`config.mk`:
```
export PLATFORM = sky130hd
export DESIGN_NAME = if_stage
export DESIGN_NICKNAME = d
export VERILOG_FILES = /design/src/rtl/pipeline_defs.sv /design/src/rtl/pc_register.sv /design/src/rtl/if_stage.sv
export SDC_FILE = /design/constraint.sdc
export NUM_CORES = 1
export LEC_CHECK = 0
export ABC_AREA = 1
export CAP_MARGIN = 40
export CORE_UTILIZATION = 36
export CTS_BUF_LIST = sky130_fd_sc_hd__clkbuf_16
export CTS_CLUSTER_SIZE = 16
export DETAILED_ROUTE_END_ITERATION = 16
export GPL_TIMING_DRIVEN = 0
export PLACE_DENSITY = 0.8
export SKIP_CTS_REPAIR_TIMING = 1
export SLEW_MARGIN = 10
export SYNTH_ARGS = -nofsm -noshare
export SYNTH_HDL_FRONTEND = slang
export SYNTH_HIERARCHICAL = 1
export SYNTH_SLANG_ARGS = --single-unit
export TNS_END_PERCENT = 1
```
`constraint.sdc`:
```
create_clock -name clk -period 3 [get_ports clk]
set_input_delay 0.3 -clock clk [delete_from_list [all_inputs] [get_ports clk]]
set_output_delay 0.3 -clock clk [all_outputs]
set_load 0.05 [all_outputs]
```
`src/rtl/pipeline_defs.sv`:
```
// Shared pipeline definitions for the fetch stage and its neighbours.
//   OP_LW / OP_SW     : primary opcodes of the load/store words
//   NOP_INSTR         : canonical bubble word (sll r0,r0,0)
//   PC_INC            : byte step between sequential fetches
//   fetch_state_e     : IF sequencing states
//   is_load()         : opcode test used by ID for the load-use stall
package pipeline_defs;

    localparam logic [5:0]  OP_LW     = 6'b100011;
    localparam logic [5:0]  OP_SW     = 6'b101011;
    localparam logic [31:0] NOP_INSTR = 32'h0000_0000;
    localparam int unsigned PC_INC    = 4;

    typedef enum logic [1:0] {
        ST_BOOT   = 2'd0,
        ST_FETCH  = 2'd1,
        ST_BUBBLE = 2'd2
    } fetch_state_e;

    function automatic logic is_load(input logic [31:0] instr);
        return instr[31:26] == OP_LW;
    endfunction

endpackage

```
`src/rtl/pc_register.sv`:
```
// Program counter storage.
//   clk    : rising-edge clock
//   reset  : asynchronous active-high, loads RESET_PC
//   load   : when high, q takes d on the next rising edge
//   d      : next PC value
//   q      : current PC
module pc_register #(
    parameter logic [31:0] RESET_PC = 32'h0000_0000
) (
    input  logic        clk,
    input  logic        reset,
    input  logic        load,
    input  logic [31:0] d,
    output logic [31:0] q
);

    always_ff @(posedge clk or posedge reset) begin
        if (reset) begin
            q <= RESET_PC;
        end else if (load) begin
            q <= d;
        end
    end

endmodule

```
`src/rtl/if_stage.sv`:
```
// Instruction-fetch stage.
// Holds the PC, runs the instruction-memory request/ready handshake and
// presents one instruction per cycle to the (enable-less) ID register,
// substituting NOP_INSTR whenever nothing valid is available.
//   clk, reset              : clock, asynchronous active-high reset
//   lw_stall                : ID decoded a load in the instruction on instr_if
//   redirect_valid/_pc      : taken branch/jump resolved in EX and its target
//   imem_req/addr           : fetch request, addr is the current PC
//   imem_rdata/ready        : memory response, may arrive in the same cycle
//   instr_if, pc_if,
//   pc_plus4_if, fetch_valid: fetch result towards ID
module if_stage #(
    parameter logic [31:0] RESET_PC  = 32'h0000_0000,
    parameter logic [31:0] NOP_INSTR = pipeline_defs::NOP_INSTR,
    parameter int unsigned PC_INC    = pipeline_defs::PC_INC
) (
    input  logic        clk,
    input  logic        reset,
    input  logic        lw_stall,
    input  logic        redirect_valid,
    input  logic [31:0] redirect_pc,
    input  logic [31:0] imem_rdata,
    input  logic        imem_ready,
    output logic        imem_req,
    output logic [31:0] imem_addr,
    output logic [31:0] instr_if,
    output logic [31:0] pc_if,
    output logic [31:0] pc_plus4_if,
    output logic        fetch_valid
);

    import pipeline_defs::*;

    localparam logic [31:0] PC_STEP = 32'(PC_INC);

    fetch_state_e state;
    logic [31:0]  pc;
    logic [31:0]  pc_next;
    logic         pc_load;

    // Request and validity are decoded from the registered state, so the
    // address and request only move on clock edges.  The memory response
    // and a redirect squash act combinationally within the cycle.
    always_comb begin
        imem_req    = (state == ST_FETCH);
        fetch_valid = (state == ST_FETCH) && imem_ready && !redirect_valid;
        instr_if    = fetch_valid ? imem_rdata : NOP_INSTR;
        imem_addr   = pc;
        pc_if       = pc;
        pc_plus4_if = pc + PC_STEP;
    end

    // Next-PC mux: redirect beats sequential advance beats hold.
    always_comb begin
        pc_next = pc;
        pc_load = 1'b0;
        if (redirect_valid) begin
            pc_next = redirect_pc;
            pc_load = 1'b1;
        end else if (fetch_valid) begin
            pc_next = pc + PC_STEP;
            pc_load = 1'b1;
        end
    end

    pc_register #(
        .RESET_PC (RESET_PC)
    ) u_pc_register (
        .clk   (clk),
        .reset (reset),
        .load  (pc_load),
        .d     (pc_next),
        .q     (pc)
    );

    // A redirect always lands in FETCH, which also drops a pending load
    // bubble.  lw_stall only matters when a real instruction was issued.
    always_ff @(posedge clk or posedge reset) begin
        if (reset) begin
            state <= ST_BOOT;
        end else if (redirect_valid) begin
            state <= ST_FETCH;
        end else begin
            unique case (state)
                ST_BOOT:   state <= ST_FETCH;
                ST_FETCH:  state <= (fetch_valid && lw_stall) ? ST_BUBBLE : ST_FETCH;
                ST_BUBBLE: state <= ST_FETCH;
                default:   state <= ST_BOOT;
            endcase
        end
    end

endmodule
```
### After elaboration in Yosys (flattened, before gate mapping)

Cells that the tools add are included.
Widths: inputs -> output; s select.

| cells by class | value |
|---|---|
| muxes and demuxes | 8 |
| $add $sub $neg | 1 |
| eq/ne operators | 2 |
| reduce and logical (&&, ||, !) cells | 8 |

Operator list:

| cell | number |
|---|---|
| $mux 32 | 3 |
| $add 32x3->32 const B | 1 |
| $mux 2 | 2 |
| $pmux 2 s2 | 1 |
| $logic_and 1x1->1 | 3 |
| $eq 2x1->1 const B | 1 |
| $eq 2x2->1 const B | 1 |
| $logic_not 2->1 | 1 |
| $mux 1 | 2 |
| $reduce_and 2->1 | 1 |
| $reduce_bool 2->1 | 1 |
| $reduce_or 2->1 | 1 |
| $logic_not 1->1 | 1 |

| storage, ports and cells | value |
|---|---|
| register bits after elaboration | 34 |
| output and inout bits | 130 |
| logic and storage cells | 21 |

### Depth between registers and ports, before layout

| depth | value |
|---|---|
| word-level depth | 7 |
| mapped depth | 12 |
| mapped depth without buffers | 12 |

### Modules after synthesis

Netlist, hierarchy kept.

By module, submodules not included:

| module | area each (µm²) | seq. area each (µm²) | times used | cells an instance |
|---|---|---|---|---|
| if_stage | 2184.6 | 50.0 | 1 | 445 |
| pc_register | 1296.2 | 800.8 | 1 | 137 |

### Worst setup path after synthesis

OpenSTA, ideal clock, no wires.

| timing | value |
|---|---|
| path type | flip-flop to flip-flop |
| from | register u_pc_register.q[2] |
| to | register u_pc_register.q[9] |
| setup slack | 311 ps |
| data required time | 2935 ps |
| data arrival time | 2624 ps |
| buffers on the path | 0 |
| cell stages (with the launch flop) | 9 |
| path through | dfrtp_1 inv_1 nor2_4 nand2_4 xor2_1 nand2_1 o211ai_1 nand2_1 nand2_1 |

| on the way | value |
|---|---|
| longest elaborated chain between the ends | 3 |

RTL lines:

| what | line | source |
|---|---|---|
| start, declared | pc_register.sv:14 | `output logic [31:0] q` |
| start signal, assigned | pc_register.sv:19 | `q <= RESET_PC;` |
| start signal, assigned | pc_register.sv:21 | `q <= d;` |
| $add 32x3->32 | - |  |
| named net pc_plus4_if[9] | if_stage.sv:28 | `output logic [31:0] pc_plus4_if,` |
| $mux 32 | if_stage.sv:60 | `end else if (fetch_valid) begin` |
| $mux 32 | if_stage.sv:57 | `if (redirect_valid) begin` |
| named net pc_next[9] | if_stage.sv:38 | `logic [31:0] pc_next;` |

The timed path passes the listed nets, and every way through them passes these cells. The select of a mux whose other input is x is not followed.
A chain may end at the register's enable or synchronous reset.

### Worst setup path in the final report

| timing | value |
|---|---|
| from | register u_pc_register.q[3] |
| to | output port pc_plus4_if[14] |

| on the way | value |
|---|---|
| longest elaborated chain between the ends | 1 |

RTL lines:

| what | line | source |
|---|---|---|
| $add 32x3->32 | if_stage.sv:50 | `pc_plus4_if = pc + PC_STEP;` |
| end, declared | if_stage.sv:28 |  |

Every way passes these cells.

==> results.toml <==
[worst_setup_path]
crit_fanout = 6
required_ns = 2.70
end_kind = "output port"
cp_data_arrival_time_ns = 2.54
crit_type = "reg2out"
start_kind = "flop"

[detailed_routing]
vias = 4262
detail-route-antenna-nets = 0
wl_per_cell_um = 13.7
dr.pass1.iters = 4
drt_iter0_markers = 141
drc = 0
finalWirelength_um = 12600
routed_via_density = 4.65

[synth]
synth_area_leaders = "nand2_1 (27%), dfrtp_1 (24%), inv_1 (9.0%), buf_4 (7.3%), nor2_1 (7.0%)"
ys_seq_area_share_pct = 24.4
synth-edff-count = 0
ys_types = 29
synth_nets = 652
syn_area_um2 = 3480
yosys-top-cells-count = "nand2_1 (249), inv_1 (83), nor2_1 (65)"
synth_top_area_share_pct = 26.9
yosysMostFrequentCell = "nand2_1"
synthFlopType = "dfrtp_1"
synth_seq_cells = 34
synthCells = 582
synth_top_area_cell = "nand2_1"
synth-async-reset-ratio_pct = 100
ys_warn_count = 6
syn_area_per_cell_um2 = 5.98

[die]
pin_count = 199
initial_core_util_pct = 37.5
die_y_um = 100
core_um2 = 9280
core.rowCount = 35
die_x_um = 100
die-area_um2 = 10100

[finish]
regArea_um2 = 851
post-route-util_pct = 63.0
final_nets = 856
area_growth_pct = 68.0
diodes = 0
drive_gt1_share_pct = 10.5
multiInputGateArea_um2 = 1900
fillers = 835

[clock_tree]
clockRootBuffer = "clkbuf_16"
htreeDepth = 2
cts_tree = "yes"
clockBufferDepth = 2
insertion_delay_ns = 0.28
cts_buffers = 5
clkTransAtPathRegs_ns = 0.05
cts.sinks = 34

[power_and_ir_drop]
pwr_density_cell_nw_per_um2 = 524
power_w = 0.00307
p_leak_nw = 3.46
ir_drop_v = 0.000245

[global_routing]
grt_pass1_wl_um = 19900
grt_antenna_before_repair = 0
grt_max_degree = 33
grt_remaining_overflow = 0
grt_pass1_vias = 4171
grt_usage_pct = 25.1

[timing]
tightest_slew_ns = 0.740
fin_crit_sh_pct = 94.6
final-setup-viol-count = 0
rsz0062_at_grt = "no"
slew_violations = 0
slew_headroom_pct = 50.6
finClkSkew_ns = 0.00528
hold_ws_ns = 0.235
max_freq_mhz = 352
finalHoldViolCount = 0
min_period_ns = 2.84

[place]
port_buffers = 197
gp_congestion = 0.874
dp_hpwl_um = 9870

[flow_run]
cap_violations = 0

[outcome]
outcome = "completed"

[worst_hold_path]
hp-class = "in2async"
-- registers in the layout, summed over array words and instances, names as in the netlist --
register and cells:
state 2, u_pc_register/q 32
-- placed cells by master (no fill, tap or decap), types with 3 or more instances in the layout --
cell             synthesis  routed
inv_1                   83      83
clkbuf_8                 3       3
a22o_1                   5       5
dfrtp_1                 34      34
buf_4                   34      34
and2_1                   6       6
xor2_2                   5       5
nor2_4                   5       5
buf_1                    4       4
nor2_1                  65      65
dlymetal6s2s_1           0      38
nand2_2                 12      12
buf_2                    6       6
clkdlybuf4s50_1          0     159
o31ai_1                  5       5
o21ai_0                 11      11
nand3_1                 25      25
clkbuf_16                0       5
nand2_1                249     249
o211ai_1                 7       7
xor2_1                   7       7
buf_6                    3       3
-- metal layers --
layer	global-route usage [%]	wire length, um
met5	0	0
met4	8.47	333
met3	3.76	754
met2	47.6	6470
met1	28.5	5000
-- power breakdown --
group	leakage (nW)	switching, W	total (W)	internal, W
sequential	0.421	0.000147	0.000674	0.000526
combinational	2.97	0.00122	0.00189	0.000673
clock	0.0724	0.000202	0.000502	0.000300
total	3.46	0.00157	0.00307	0.00150
-- stage by stage --
step / instances / setup TNS (ns) / setup WS, ns / cell area [um^2]
floorplan: 582 / 0 / 0.311 / 3480
global placement: 908 / 0 / 0.0189 / 5610
detailed placement: 908 / -0.0333 / -0.0158 / 5610
CTS: 916 / -0.0533 / -0.0257 / 5750
global route: 916 / 0 / 0.0300 / 5850
finish: 916 / 0 / 0.163 / 5850
-- area by class of cell --
cell class              count  share of cell area [%]
plain buffers              53                    6.89
clock buffers               5                    2.14
well taps                 129                    2.76
inverters                  85                    5.59
clock inverters             3                   0.214
flip-flops and latches     34                    14.6
multi-input cells         410                    32.5
repair buffers            197                    35.4
-- critical path: stages, from the launching register on --
cell	delay (ns)
dfrtp_1	0.46
ha_1	0.26
nand3_1	0.21
nor2_1	0.27
nand2_1	0.12
nand2_1	0.11
clkdlybuf4s50_1	0.82
-- cell families (layout without fill, tap and decap cells) --
kind of cell | count (synthesis) | count (layout) | synth area share, %
compound gates | 30 | 30 | 5.72
xor+xnor | 13 | 13 | 4.57
fa+ha+maj | 1 | 1 | 0.359
buf+inv | 138 | 343 | 21.0
flops | 34 | 34 | 24.4
simple gates | 366 | 366 | 44.0
-- path summary, 6_finish.rpt --
kind / start / endpoint / slack [ns] / cells past startpoint
setup / recovery: u_pc_register/q[3] / pc_plus4_if[14] / 0.16 / 6
hold / removal: reset / state[1] / 0.23 / 2
setup reg to reg: state[1] / u_pc_register/q[26] / 1.06 / 9
hold reg to reg: state[0] / state[0] / 0.51 / 1
max in group asynchronous: reset / u_pc_register/q[4] / 2.02 / 2
min in group clk: redirect_valid / state[0] / 0.44 / 3
No activity file was read; power rests on OpenSTA's default activity.
